$ cat src/rtl/spi_arb_pkg.sv
// Shared types and sizing helpers for the SPI bus arbiter.
// Holds the sequencer state encoding and counter widths.
package spi_arb_pkg;

    typedef enum logic [1:0] {
        IDLE  = 2'd0,
        SETUP = 2'd1,
        RUN   = 2'd2,
        HOLD  = 2'd3
    } arb_state_e;

    // Timeout counter is sized for TIMEOUT_CYCLES up to 65536.
    localparam int TO_CNT_W    = 16;
    localparam int PHASE_CNT_W = 8;

    function automatic int len_width(input int max_bytes);
        return (max_bytes < 1) ? 1 : $clog2(max_bytes + 1);
    endfunction

endpackage

$ cat src/rtl/rr_priority_pick.sv
// Combinational round-robin pick: first set request at or after ptr, wrapping.
// Returns a one-hot winner, its index and a found flag.
module rr_priority_pick #(
    parameter  int N     = 2,
    localparam int IDX_W = (N > 1) ? $clog2(N) : 1
) (
    input  logic [N-1:0]     req,
    input  logic [IDX_W-1:0] ptr,
    output logic             found,
    output logic [N-1:0]     win_onehot,
    output logic [IDX_W-1:0] win_idx
);

    logic [IDX_W:0]   sum      [N];
    logic [IDX_W-1:0] cand_idx [N];

    // cand_idx[gi] is the requester examined at priority position gi
    genvar gi;
    generate
        for (gi = 0; gi < N; gi++) begin : g_cand
            assign sum[gi]      = {1'b0, ptr} + (IDX_W+1)'(gi);
            assign cand_idx[gi] = (sum[gi] >= (IDX_W+1)'(N)) ?
                                  IDX_W'(sum[gi] - (IDX_W+1)'(N)) :
                                  sum[gi][IDX_W-1:0];
        end
    endgenerate

    always_comb begin
        found      = 1'b0;
        win_onehot = '0;
        win_idx    = '0;
        for (int off = 0; off < N; off++) begin
            if (!found && req[cand_idx[off]]) begin
                found                       = 1'b1;
                win_onehot[cand_idx[off]]   = 1'b1;
                win_idx                     = cand_idx[off];
            end
        end
    end

endmodule

$ cat src/rtl/spi_bus_arbiter.sv
// Round-robin arbiter sharing one SPI shift engine between NUM_REQ requesters.
// Sequences CS setup, engine start, completion/timeout and a CS hold gap.
module spi_bus_arbiter
    import spi_arb_pkg::*;
#(
    parameter  int NUM_REQ            = 2,
    parameter  int ADD_range          = 7,
    parameter  int num_of_bytes_asked = 3,
    parameter  int CS_SETUP           = 2,
    parameter  int CS_HOLD            = 2,
    parameter  int TIMEOUT_CYCLES     = 1024,
    localparam int LEN_W              = len_width(num_of_bytes_asked)
) (
    input  logic                         clk,
    input  logic                         reset,
    input  logic [NUM_REQ-1:0]           req,
    input  logic [NUM_REQ*ADD_range-1:0] req_addr,
    input  logic [NUM_REQ*LEN_W-1:0]     req_len,
    output logic [NUM_REQ-1:0]           gnt,
    output logic [NUM_REQ-1:0]           done,
    output logic                         err,
    output logic [ADD_range-1:0]         CS_address,
    output logic                         CS_spi,
    output logic                         spi_start,
    output logic [LEN_W-1:0]             spi_len,
    output logic                         spi_abort,
    input  logic                         spi_done
);

    localparam int IDX_W = (NUM_REQ > 1) ? $clog2(NUM_REQ) : 1;
    localparam logic [IDX_W-1:0]       LAST_IDX   = IDX_W'(NUM_REQ - 1);
    localparam logic [LEN_W:0]         MAX_LEN    = (LEN_W+1)'(num_of_bytes_asked);
    localparam logic [PHASE_CNT_W-1:0] SETUP_LAST = PHASE_CNT_W'(CS_SETUP - 1);
    localparam logic [PHASE_CNT_W-1:0] HOLD_LAST  = PHASE_CNT_W'(CS_HOLD - 1);
    localparam logic [TO_CNT_W-1:0]    TO_LAST    = TO_CNT_W'(TIMEOUT_CYCLES - 1);

    logic [ADD_range-1:0] addr_arr [NUM_REQ];
    logic [LEN_W-1:0]     len_arr  [NUM_REQ];

    genvar gi;
    generate
        for (gi = 0; gi < NUM_REQ; gi++) begin : g_unpack
            assign addr_arr[gi] = req_addr[gi*ADD_range +: ADD_range];
            assign len_arr[gi]  = req_len[gi*LEN_W +: LEN_W];
        end
    endgenerate

    arb_state_e               state_q, state_d;
    logic [IDX_W-1:0]         rr_ptr_q, rr_ptr_d;
    logic [NUM_REQ-1:0]       gnt_q, gnt_d;
    logic [NUM_REQ-1:0]       done_q, done_d;
    logic                     err_q, err_d;
    logic [ADD_range-1:0]     cs_addr_q, cs_addr_d;
    logic                     cs_n_q, cs_n_d;
    logic                     spi_start_q, spi_start_d;
    logic [LEN_W-1:0]         spi_len_q, spi_len_d;
    logic                     spi_abort_q, spi_abort_d;
    logic [PHASE_CNT_W-1:0]   phase_cnt_q, phase_cnt_d;
    logic [TO_CNT_W-1:0]      to_cnt_q, to_cnt_d;

    logic                     pick_found;
    logic [NUM_REQ-1:0]       pick_onehot;
    logic [IDX_W-1:0]         pick_idx;
    logic [ADD_range-1:0]     win_addr;
    logic [LEN_W-1:0]         win_len;

    rr_priority_pick #(
        .N(NUM_REQ)
    ) u_pick (
        .req        (req),
        .ptr        (rr_ptr_q),
        .found      (pick_found),
        .win_onehot (pick_onehot),
        .win_idx    (pick_idx)
    );

    assign win_addr = addr_arr[pick_idx];
    assign win_len  = len_arr[pick_idx];

    always_comb begin
        state_d     = state_q;
        rr_ptr_d    = rr_ptr_q;
        gnt_d       = gnt_q;
        done_d      = '0;
        err_d       = 1'b0;
        cs_addr_d   = cs_addr_q;
        cs_n_d      = cs_n_q;
        spi_start_d = 1'b0;
        spi_len_d   = spi_len_q;
        spi_abort_d = 1'b0;
        phase_cnt_d = phase_cnt_q;
        to_cnt_d    = to_cnt_q;

        case (state_q)
            IDLE: begin
                if (pick_found) begin
                    gnt_d     = pick_onehot;
                    cs_addr_d = win_addr;
                    rr_ptr_d  = (pick_idx == LAST_IDX) ? '0 : pick_idx + IDX_W'(1);
                    // Empty or oversized transfers complete at once without touching CS;
                    // HOLD is entered on its last count so it lasts a single cycle.
                    if (win_len == '0 || {1'b0, win_len} > MAX_LEN) begin
                        done_d      = pick_onehot;
                        err_d       = (win_len != '0);
                        phase_cnt_d = HOLD_LAST;
                        state_d     = HOLD;
                    end else begin
                        cs_n_d      = 1'b0;
                        spi_len_d   = win_len;
                        phase_cnt_d = '0;
                        state_d     = SETUP;
                    end
                end
            end
            SETUP: begin
                if (phase_cnt_q == SETUP_LAST) begin
                    spi_start_d = 1'b1;
                    to_cnt_d    = '0;
                    state_d     = RUN;
                end else begin
                    phase_cnt_d = phase_cnt_q + PHASE_CNT_W'(1);
                end
            end
            RUN: begin
                // spi_done is tested first so a completion on the timeout cycle is not an error
                if (spi_done || to_cnt_q == TO_LAST) begin
                    done_d      = gnt_q;
                    err_d       = !spi_done;
                    spi_abort_d = !spi_done;
                    cs_n_d      = 1'b1;
                    phase_cnt_d = '0;
                    state_d     = HOLD;
                end else begin
                    to_cnt_d = to_cnt_q + TO_CNT_W'(1);
                end
            end
            HOLD: begin
                gnt_d = '0;
                if (phase_cnt_q == HOLD_LAST) begin
                    state_d = IDLE;
                end else begin
                    phase_cnt_d = phase_cnt_q + PHASE_CNT_W'(1);
                end
            end
            default: state_d = IDLE;
        endcase
    end

    always_ff @(posedge clk) begin
        if (reset) begin
            state_q     <= IDLE;
            rr_ptr_q    <= '0;
            gnt_q       <= '0;
            done_q      <= '0;
            err_q       <= 1'b0;
            cs_addr_q   <= '0;
            cs_n_q      <= 1'b1;
            spi_start_q <= 1'b0;
            spi_len_q   <= '0;
            spi_abort_q <= 1'b0;
            phase_cnt_q <= '0;
            to_cnt_q    <= '0;
        end else begin
            state_q     <= state_d;
            rr_ptr_q    <= rr_ptr_d;
            gnt_q       <= gnt_d;
            done_q      <= done_d;
            err_q       <= err_d;
            cs_addr_q   <= cs_addr_d;
            cs_n_q      <= cs_n_d;
            spi_start_q <= spi_start_d;
            spi_len_q   <= spi_len_d;
            spi_abort_q <= spi_abort_d;
            phase_cnt_q <= phase_cnt_d;
            to_cnt_q    <= to_cnt_d;
        end
    end

    assign gnt        = gnt_q;
    assign done       = done_q;
    assign err        = err_q;
    assign CS_address = cs_addr_q;
    assign CS_spi     = cs_n_q;
    assign spi_start  = spi_start_q;
    assign spi_len    = spi_len_q;
    assign spi_abort  = spi_abort_q;

endmodule

$ cat config.mk
export PLATFORM = sky130hd
export DESIGN_NAME = spi_bus_arbiter
export DESIGN_NICKNAME = d
export VERILOG_FILES = /design/src/rtl/spi_arb_pkg.sv /design/src/rtl/rr_priority_pick.sv /design/src/rtl/spi_bus_arbiter.sv
export SDC_FILE = /design/constraint.sdc
export NUM_CORES = 1
export LEC_CHECK = 0
export ABC_AREA = 0
export CORE_UTILIZATION = 43
export CTS_CLUSTER_SIZE = 28
export DETAILED_ROUTE_END_ITERATION = 12
export PLACE_DENSITY = 0.67
export SLEW_MARGIN = 20
export SYNTH_ARGS = -nofsm -noshare
export SYNTH_HDL_FRONTEND = slang
export SYNTH_SLANG_ARGS = --single-unit
$ cat constraint.sdc
create_clock -name clk -period 2.6 [get_ports clk]
set_input_delay 0.52 -clock clk [delete_from_list [all_inputs] [get_ports clk]]
set_output_delay 0.52 -clock clk [all_outputs]
set_load 0.01 [all_outputs]
==> flow_summary.json <==
{
  "run_status": "finished clean",
  "dieHeight_um": 75.6,
  "skew_ps": 6.33,
  "tritoncts": "done",
  "grt_pass1_vias": 1921,
  "synth_cell_types": 57,
  "synth_edf_count": 0,
  "via_per_inst": 5.46,
  "drc": 0,
  "grt_max_degree": 17,
  "ys_ff_latch": 44,
  "p_per_area_nw_per_um2": 789,
  "drv_cap": 0,
  "dpl.hpwl_um": 3950,
  "final-hold-violation-count": 0,
  "layout-area-overhead-vs-synth_pct": 26.7,
  "p_clk_share_pct": 23.6,
  "cts_buffers": 5,
  "rsz0062_at_grt": "false",
  "io_buffers": 39,
  "fin_util_pct": 57.1,
  "power_frac_seq_pct": 36.4,
  "ctsHoldBuffers": 0,
  "n_antenna_cell": 0,
  "globalplace.congestion": 0.802,
  "num_vias": 2068,
  "insertion_delay_ps": 310,
  "seqCellArea_sq_um": 881,
  "multiInputGateArea_sq_um": 1360,
  "critical_path_required_ps": 2780,
  "grt_antenna_before_repair": 0,
  "yosys_warnings": 0,
  "drive_above_1_share_pct": 13.3,
  "post-route-min-period_ps": 2320,
  "cts.htree.levels": 2,
  "grt_pass1_wl_um": 8780,
  "first_pass_iters": 4,
  "cts_root_buffer": "clkbuf_8",
  "layout_common_cells": "dfxtp_1, clkdlybuf4s50_1, nor2_1",
  "internal-power_mw": 1.49,
  "fin_crit_sh_pct": 89.1,
  "post-cts-setup-buffer-count": 0,
  "cts_resized": 0,
  "start_kind": "register",
  "fin_nets": 338,
  "die-width_um": 75.6,
  "worst_hold_slack_ps": 486,
  "die_area_sq_um": 5720,
  "end_kind": "register",
  "switchingPower_uw": 838,
  "p_comb_share_pct": 40.1,
  "synthArstFlopShare_pct": 0,
  "hold_class": "register to register",
  "syn_inst": 262,
  "start_util_pct": 45.1,
  "crit_arrival_ps": 2500,
  "finalWirelength_um": 5270,
  "synth_area_leader_cell": "dfxtp_1",
  "peakVddDrop_uv": 371,
  "avgSynthCellArea_sq_um": 8.90,
  "num-fill-cells": 457,
  "core_area_sq_um": 5170,
  "postRouteAntennaNets": 0,
  "gr-total-overflow": 0,
  "cts_sinks": 44,
  "p_leak_nw": 1.06,
  "clk_pin_slew_ps": 90,
  "slew_violations": 0,
  "seq_area_frac_synth_pct": 37.8,
  "fin_tns_setup_ps": 0,
  "clk_path_buf_depth": 2,
  "mostFrequentLayoutCell": "dfxtp_1",
  "ys_top_cells_by_area": "dfxtp_1, nor2_1, mux2i_1, a211oi_1, xnor2_1",
  "ios": 40,
  "syn-num-nets": 292,
  "wl_per_cell_um": 13.9,
  "critPathKind": "register to register",
  "ys.flop_type": "dfxtp_1",
  "rows": 26,
  "swShare_pct": 36.0,
  "grt_usage_pct": 20.4,
  "cp_max_fo": 12,
  "setup_viol": 0,
  "syn_area_sq_um": 2330,
  "worst_pin_slew_ps": 766,
  "synth_top_area_share_pct": 37.8,
  "dr.first_iter.drc_count": 83,
  "slew_headroom_pct": 48.8,
  "fmax_mhz": 431
}
-- power groups by stage --
stage	Sequential (mW)	Combinational, mW	Clock [mW]
3_5_place_dp	0.862	0.929	0
5_1_grt	0.864	1.03	0.588
3_3_place_gp	0.861	0.919	0
2_1_floorplan	0.877	0.568	0
4_1_cts	0.848	0.934	0.560
6_report	0.847	0.933	0.549
-- per-layer routing --
layer | GRT usage (%) | part of all wire (%)
met2 | 35.3 | 49
met5 | 0 | 0
met1 | 25.9 | 47
met3 | 3.57 | 3.0
met4 | 6.17 | 0.97
-- cells by family after synthesis --
family                     share of synthesized area, %
DFF                                                37.8
and+or+nand+nor                                    21.8
buffers and inverters                              3.76
xor gates and xnor gates                           4.51
muxes                                              6.12
AOI/OAI and AO/OA                                  22.3
adders and majority gates                          3.76
-- flip-flops by register name, indices dropped and copies added, names as in the netlist --
register     cells
to_cnt_q        16
spi_abort        1
phase_cnt_q      8
rr_ptr_q         1
CS_address       7
err              1
done             2
gnt              2
spi_len          2
CS_spi           1
spi_start        1
state_q          2
-- synth_stat cells, types with 3 or more instances --
cell	instances
or3_1	4
nor2_1	37
clkbuf_1	8
nand3_1	7
nor4_1	3
mux2i_1	12
inv_1	11
dfxtp_1	44
a21oi_1	15
o21ai_0	9
ha_1	7
nand4_1	7
xnor2_1	12
a211oi_1	14
nand2_1	14
-- final cells by class --
class / count / share of cell area, %
Timing Repair Buffer: 49 / 15.8
Sequential cell: 44 / 29.8
Tap cell: 70 / 2.96
Multi-Input combinational cell: 197 / 46.2
Clock buffer: 5 / 2.33
Clock inverter: 3 / 1.57
Inverter: 11 / 1.40
-- worst paths after layout --
kind,slack [ps],endpoint,cells past startpoint,startpoint
min,490,spi_len[1]$_SDFFE_PP0P_,2,spi_len[1]$_SDFFE_PP0P_
max reg2reg,280,to_cnt_q[8]$_SDFFE_PP0P_,6,to_cnt_q[0]$_SDFFE_PP0P_
max,280,to_cnt_q[8]$_SDFFE_PP0P_,6,to_cnt_q[0]$_SDFFE_PP0P_
min reg2reg,490,spi_len[1]$_SDFFE_PP0P_,2,spi_len[1]$_SDFFE_PP0P_
-- worst max-delay path: stages (launching register included) --
cell	delay, ps
dfxtp_1	390
ha_1	270
nand4_1	280
o41ai_4	620
a21o_1	400
or4_1	160
a21oi_1	60
-- per-stage QoR --
stage | setup WS [ps] | cells | instance area, sq um | power (mW)
floorplan | 469 | 262 | 2330 | 1.44
global placement | 270 | 371 | 2840 | 1.78
detailed placement | 265 | 371 | 2840 | 1.79
CTS | 258 | 379 | 2950 | 2.34
global route | 68.4 | 379 | 2950 | 2.48
finish | 282 | 379 | 2950 | 2.33
Power figures use the tool's default switching activity.
